===== config.mk =====
export PLATFORM = sky130hd
export DESIGN_NAME = ps2_cmd_arbiter
export DESIGN_NICKNAME = d
export VERILOG_FILES = /design/src/rtl/ps2_cmd_arbiter.sv
export SDC_FILE = /design/constraint.sdc
export NUM_CORES = 1
export LEC_CHECK = 0
export ABC_AREA = 1
export BUFFER_PORTS_ARGS = -buffer_cell sky130_fd_sc_hd__buf_2
export CORE_MARGIN = 2
export CORE_UTILIZATION = 60
export CTS_CLUSTER_SIZE = 30
export DETAILED_ROUTE_END_ITERATION = 6
export GPL_TIMING_DRIVEN = 1
export PLACE_DENSITY_LB_ADDON = 0.15
export SYNTH_ARGS = -nofsm -noshare
export SYNTH_HDL_FRONTEND = slang
export SYNTH_SLANG_ARGS = --single-unit

===== constraint.sdc =====
create_clock -name CLK -period 2.83 [get_ports CLK]
set_input_delay 0.283 -clock CLK [delete_from_list [all_inputs] [get_ports CLK]]
set_output_delay 0.283 -clock CLK [all_outputs]
set_load 0.03 [all_outputs]

===== src/rtl/ps2_cmd_arbiter.sv =====
// ps2_cmd_arbiter: round-robin arbiter issuing PS/2 command bytes with ack, resend and timeout handling
module ps2_cmd_arbiter #(
  parameter int ACK_TIMEOUT = 5000000,
  parameter int MAX_RETRY = 2
) (
  input  logic       CLK,
  input  logic       RESET,
  input  logic       REQ0,
  input  logic       REQ1,
  input  logic [7:0] CMD0,
  input  logic [7:0] CMD1,
  output logic       DONE0,
  output logic       DONE1,
  output logic       ERR0,
  output logic       ERR1,
  output logic       SEND_BYTE,
  output logic [7:0] BYTE_TO_SEND,
  input  logic       BYTE_SENT,
  output logic       READ_ENABLE,
  input  logic       BYTE_READY,
  input  logic [7:0] BYTE_READ,
  input  logic [1:0] BYTE_ERROR_CODE,
  output logic       BUSY
);
  localparam int TW = $clog2(ACK_TIMEOUT + 1);
  localparam int RW = $clog2(MAX_RETRY + 2);
  localparam logic [TW-1:0] TLAST = TW'(ACK_TIMEOUT - 1);
  localparam logic [RW-1:0] RMAX = RW'(MAX_RETRY);
  typedef enum logic [2:0] {IDLE, SEND, WAIT_SENT, WAIT_ACK, DONE, FAIL} state_t;
  state_t state_q, state_d;
  logic [TW-1:0] tmo_q, tmo_d;
  logic [RW-1:0] retry_q, retry_d;
  logic [7:0] byte_q, byte_d;
  logic idx_q, idx_d, last_q, last_d, rp;
  logic send_q, rd_q, busy_q, done0_q, done1_q, err0_q, err1_q;
  always_comb begin
    state_d = state_q;
    tmo_d = &tmo_q ? tmo_q : tmo_q + 1'b1;
    retry_d = retry_q;
    byte_d = byte_q;
    idx_d = idx_q;
    last_d = last_q;
    rp = 1'b0;
    case (state_q)
      IDLE: if (REQ0 | REQ1) begin
        idx_d = (REQ0 & REQ1) ? ~last_q : REQ1;
        last_d = idx_d;
        byte_d = idx_d ? CMD1 : CMD0;
        retry_d = '0;
        state_d = SEND;
      end
      SEND: begin
        tmo_d = '0;
        state_d = WAIT_SENT;
      end
      WAIT_SENT: if (BYTE_SENT) begin
        tmo_d = '0;
        state_d = WAIT_ACK;
      end else rp = tmo_q >= TLAST;
      // a reply in the timeout cycle still counts as a reply
      WAIT_ACK: if (BYTE_READY) begin
        if (BYTE_ERROR_CODE != 2'b00 || BYTE_READ == 8'hFE) rp = 1'b1;
        else state_d = (BYTE_READ == 8'hFA) ? DONE : FAIL;
      end else rp = tmo_q >= TLAST;
      default: state_d = IDLE;
    endcase
    if (rp) begin
      state_d = (retry_q < RMAX) ? SEND : FAIL;
      retry_d = (retry_q < RMAX) ? retry_q + 1'b1 : retry_q;
    end
    if (state_d == IDLE) byte_d = '0;
  end
  // outputs are registered from the next state so they line up with state_q
  always_ff @(posedge CLK or posedge RESET) begin
    if (RESET) begin
      state_q <= IDLE;
      tmo_q <= '0;
      retry_q <= '0;
      byte_q <= '0;
      idx_q <= 1'b0;
      last_q <= 1'b1;
      send_q <= 1'b0;
      rd_q <= 1'b0;
      busy_q <= 1'b0;
      done0_q <= 1'b0;
      done1_q <= 1'b0;
      err0_q <= 1'b0;
      err1_q <= 1'b0;
    end else begin
      state_q <= state_d;
      tmo_q <= tmo_d;
      retry_q <= retry_d;
      byte_q <= byte_d;
      idx_q <= idx_d;
      last_q <= last_d;
      send_q <= state_d == SEND;
      rd_q <= state_d == WAIT_ACK;
      busy_q <= state_d != IDLE;
      done0_q <= state_d == DONE && !idx_d;
      done1_q <= state_d == DONE && idx_d;
      err0_q <= state_d == FAIL && !idx_d;
      err1_q <= state_d == FAIL && idx_d;
    end
  end
  assign SEND_BYTE = send_q;
  assign BYTE_TO_SEND = byte_q;
  assign READ_ENABLE = rd_q;
  assign BUSY = busy_q;
  assign DONE0 = done0_q;
  assign DONE1 = done1_q;
  assign ERR0 = err0_q;
  assign ERR1 = err1_q;
endmodule


==> reports/qor.json <==
{
  "outcome": {"value": "completed"},
  "fill_cells": {"value": 350},
  "place_worst_setup_slack": {"value": 1.05, "unit": "ns"},
  "drtIter0Drc": {"value": 187},
  "cp.depth": {"value": 6},
  "post-layout-total-power": {"value": 0.00225, "unit": "W"},
  "worst_ir_drop_vdd": {"value": 0.613, "unit": "mV"},
  "clock_sink_count": {"value": 45},
  "synth.ff_latch_count": {"value": 45},
  "min_from": {"value": "BYTE_SENT"},
  "worstPathRequired": {"value": 3.01, "unit": "ns"},
  "netlist_area": {"value": 2620, "unit": "µm²"},
  "clock_latency_of_the_later_clocked_register_in_the_worst_skew_pair": {"value": 0.30, "unit": "ns"},
  "clock_tree_from_tritoncts": {"value": "done"},
  "dr_total_vias": {"value": 2320},
  "floorplan.die.width": {"value": 70.1, "unit": "µm"},
  "slowest_library_cell_on_the_worst_path": {"value": "sky130_fd_sc_hd__dfrtp_1"},
  "synthesis.yosys.warnings": {"value": 0},
  "clock_skew": {"value": 0.00782, "unit": "ns"},
  "port_buffers": {"value": 46},
  "timing.reg2reg.setup_slack": {"value": 0.96, "unit": "ns"},
  "timing.rr.end": {"value": "tmo_q[21]$_DFF_PP0_"},
  "grt_start_max_net_pins": {"value": 35},
  "initial_utilization": {"value": 61.4, "unit": "%"},
  "vias_per_cell": {"value": 5.54},
  "floorplan.io_pins": {"value": 47},
  "grt_overflow": {"value": 0},
  "via_count_of_the_first_global_routing_pass": {"value": 2177},
  "clock_tree.htree_level_count": {"value": 2},
  "storage_element_area": {"value": 1130, "unit": "µm²"},
  "cap_violations": {"value": 0},
  "fin_crit_sh": {"value": 66.2, "unit": "%"},
  "crit_arrival": {"value": 2.05, "unit": "ns"},
  "worst_slew_margin_rel": {"value": 59.2, "unit": "%"},
  "ys_async_sr_fraction": {"value": 100, "unit": "%"},
  "fin_cells": {"value": 419},
  "slew_violations": {"value": 0},
  "mostFrequentLayoutCell": {"value": "sky130_fd_sc_hd__nand2_1"},
  "deepest_clock_path_buffer_count": {"value": 2},
  "setup_repair_after_global_routing_missed_its_margin": {"value": "false"},
  "yosys.area.top_type_share": {"value": 42.1, "unit": "%"},
  "global_route.usage.total": {"value": 24.5, "unit": "%"},
  "initial_antenna_violation_count": {"value": 0},
  "r2r_start": {"value": "state_q[1]$_DFF_PP0_"},
  "synth.distinct_cells": {"value": 40},
  "power-per-cell-area": {"value": 748, "unit": "nW/µm²"},
  "global_route_wire_length_before_repair": {"value": 9.67, "unit": "mm"},
  "fin_crit": {"value": 1.87, "unit": "ns"},
  "timing.hold.worst.class": {"value": "input pin to flip-flop"},
  "insertedDiodeCount": {"value": 0},
  "timing_worst_setup_path_type": {"value": "flip-flop to flip-flop"},
  "drt_drc_violations_left": {"value": 0},
  "power_leakage": {"value": 1.48, "unit": "nW"},
  "mostFrequentLayoutCells": {"value": "55 x sky130_fd_sc_hd__nand2_1, 46 x sky130_fd_sc_hd__buf_2, 44 x sky130_fd_sc_hd__dfrtp_1"},
  "timing.critical_path.cells": {"value": "or2_1, nand2_1, a21oi_1, o21ai_2, inv_2, a21oi_1"},
  "crit_path_max_incr_delay": {"value": 0.42, "unit": "ns"},
  "clock-root-buffer": {"value": "sky130_fd_sc_hd__clkbuf_8"},
  "setup_viol": {"value": 0},
  "synth_top_flop_cell": {"value": "sky130_fd_sc_hd__dfrtp_1"},
  "dieHeight": {"value": 70.1, "unit": "µm"},
  "worstRegToRegCells": {"value": 6},
  "crit_buf_inv": {"value": 1},
  "setup_slack": {"value": 0.957, "unit": "ns"},
  "placed_cell_area": {"value": 2890, "unit": "µm²"},
  "numCtsBuffers": {"value": 5},
  "min_path_cells": {"value": 3},
  "post_route_cells_drive_above_1_share": {"value": 27.8, "unit": "%"},
  "least_margin_pin_slew": {"value": 0.612, "unit": "ns"},
  "ys_seq_area_share": {"value": 43.1, "unit": "%"},
  "worst_path_fanout_max": {"value": 14},
  "setup.worst_path.start": {"value": "state_q[1]$_DFF_PP0_"},
  "route.detailed.wl_per_inst": {"value": 13.5, "unit": "µm"},
  "flow.area_growth_from_synthesis": {"value": 15.1, "unit": "%"},
  "fmaxAchievable": {"value": 0.534, "unit": "GHz"},
  "syn-num-nets": {"value": 348},
  "ys_top_cells_by_area": {"value": "sky130_fd_sc_hd__dfrtp_1 42%, sky130_fd_sc_hd__nand2_1 7.9%, sky130_fd_sc_hd__inv_1 5.4%"},
  "critPathTopFamily": {"value": "compound AO/OA/AOI/OAI gates"},
  "yosys.area.top_type": {"value": "sky130_fd_sc_hd__dfrtp_1"},
  "drt-pass1-iter-count": {"value": 5},
  "netlist_instances": {"value": 315},
  "finish.net_count": {"value": 399},
  "placed_cells_incl_taps": {"value": 410},
  "crit_path_frequent_cell": {"value": "sky130_fd_sc_hd__a21oi_1"},
  "multi_input_gate_area": {"value": 1300, "unit": "µm²"},
  "row_count": {"value": 24},
  "critPathCaptureType": {"value": "flip-flop"},
  "clkTransAtPathRegs": {"value": 0.08, "unit": "ns"},
  "number_of_flops_mapped_to_enable_cells_by_yosys": {"value": 0},
  "postRouteAntennaNets": {"value": 0},
  "final_estimated_routing_congestion_in_global_placement": {"value": 0.929},
  "totalWireLength": {"value": 5.65, "unit": "mm"},
  "finish.instance_area": {"value": 3010, "unit": "µm²"},
  "final_hpwl_dp": {"value": 4.17, "unit": "mm"},
  "post-cts-setup-buffer-count": {"value": 0},
  "placeableCoreArea": {"value": 4260, "unit": "µm²"},
  "syn_area_per_cell": {"value": 8.31, "unit": "µm²"},
  "finalHoldViolCount": {"value": 0},
  "critical_path.endpoint": {"value": "tmo_q[21]$_DFF_PP0_"},
  "cp-start-kind": {"value": "flip-flop"},
  "setup-tns-final": {"value": 0, "unit": "ns"},
  "area_of_the_die": {"value": 4910, "unit": "µm²"}
}
==> through the flow <==
step                hold WS (ns)  util (%)
finish                     0.307      70.7
global route               0.327      70.7
detailed placement         0.255      67.8
CTS                        0.298      70.7
floorplan                  0.446         -
global placement           0.240      67.8
==> worst min path at each step <==
stage	endpoint
floorplan	tmo_q[15]$_DFF_PP0_
global placement	tmo_q[3]$_DFF_PP0_
detailed placement	tmo_q[7]$_DFF_PP0_
CTS	tmo_q[15]$_DFF_PP0_
global route	BYTE_TO_SEND[5]$_DFFE_PP0P_
finish	tmo_q[15]$_DFF_PP0_
==> power by group <==
group,internal [W],switching [W],total [W]
registers,0.000777,0.0000827,0.000860
clock network,0.000265,0.000222,0.000487
logic,0.000281,0.000626,0.000906
==> kinds of logic (layout without fill, tap and decap cells) <==
| group | count (synthesis) | count (layout) | synth area share [%] |
|---|---|---|---|
| buffers and inverters | 48 | 100 | 7.41 |
| flip-flops | 45 | 45 | 43.1 |
| XOR/XNOR | 6 | 6 | 2.01 |
| adder cells (fa/ha/maj) | 1 | 1 | 0.478 |
| AND/OR/NAND/NOR | 163 | 163 | 32.8 |
| AO/OA/AOI/OAI | 44 | 44 | 10.8 |
| multiplexers | 8 | 8 | 3.44 |
==> sequential cells by signal, summed over array words and instances, names as in the netlist <==
signal        count
tmo_q            23
BUSY              1
ERR1              1
SEND_BYTE         1
BYTE_TO_SEND      8
DONE1             1
DONE0             1
last_q            1
idx_q             1
state_q           3
READ_ENABLE       1
ERR0              1
retry_q           2
==> synth_stat cells, types with 2 or more instances <==
| master | n |
|---|---|
| sky130_fd_sc_hd__a21oi_1 | 13 |
| sky130_fd_sc_hd__buf_2 | 2 |
| sky130_fd_sc_hd__dfrtp_1 | 44 |
| sky130_fd_sc_hd__o21ai_1 | 2 |
| sky130_fd_sc_hd__a21oi_2 | 2 |
| sky130_fd_sc_hd__nor2_4 | 4 |
| sky130_fd_sc_hd__o21ai_2 | 2 |
| sky130_fd_sc_hd__nor3_1 | 8 |
| sky130_fd_sc_hd__nand2_2 | 8 |
| sky130_fd_sc_hd__a31oi_1 | 2 |
| sky130_fd_sc_hd__nand3_1 | 22 |
| sky130_fd_sc_hd__mux2_2 | 8 |
| sky130_fd_sc_hd__nor2_2 | 3 |
| sky130_fd_sc_hd__xor2_1 | 5 |
| sky130_fd_sc_hd__inv_2 | 5 |
| sky130_fd_sc_hd__nand2_1 | 55 |
| sky130_fd_sc_hd__nand3b_1 | 4 |
| sky130_fd_sc_hd__inv_1 | 38 |
| sky130_fd_sc_hd__nand3_2 | 5 |
| sky130_fd_sc_hd__nor3_2 | 3 |
| sky130_fd_sc_hd__a32o_1 | 8 |
| sky130_fd_sc_hd__nand4_1 | 6 |
| sky130_fd_sc_hd__nor2_1 | 36 |
| sky130_fd_sc_hd__o21ai_0 | 13 |
| sky130_fd_sc_hd__nor3b_2 | 2 |
==> per-layer routing <==
layer  wire length, µm  part of all wire (%)  GRT usage, %
met5                 0                     0             0
met4                63                   1.1          8.12
met3               360                   6.4          3.90
met2              2610                    46          39.2
met1              2610                    46          34.2
==> area by class of cell <==
class | instances | share of cell area (%)
multi-input cells | 222 | 43.0
flip-flops and latches | 45 | 37.4
clock buffers | 6 | 2.41
inverters | 44 | 5.48
clock inverters | 2 | 1.29
repair buffers | 48 | 8.22
well taps | 52 | 2.16
==> what timing repair did <==
action                                 CTS  global route
gates resized for setup                  0             0
hold buffers                             1             0
endpoints found under the hold margin   11             0
==> worst min-delay path, delay by kind of cell <==
kind,cells,cell delay [ns]
buf+inv,1,0.13
simple gates,2,0.15
Power figures use the tool's default switching activity.
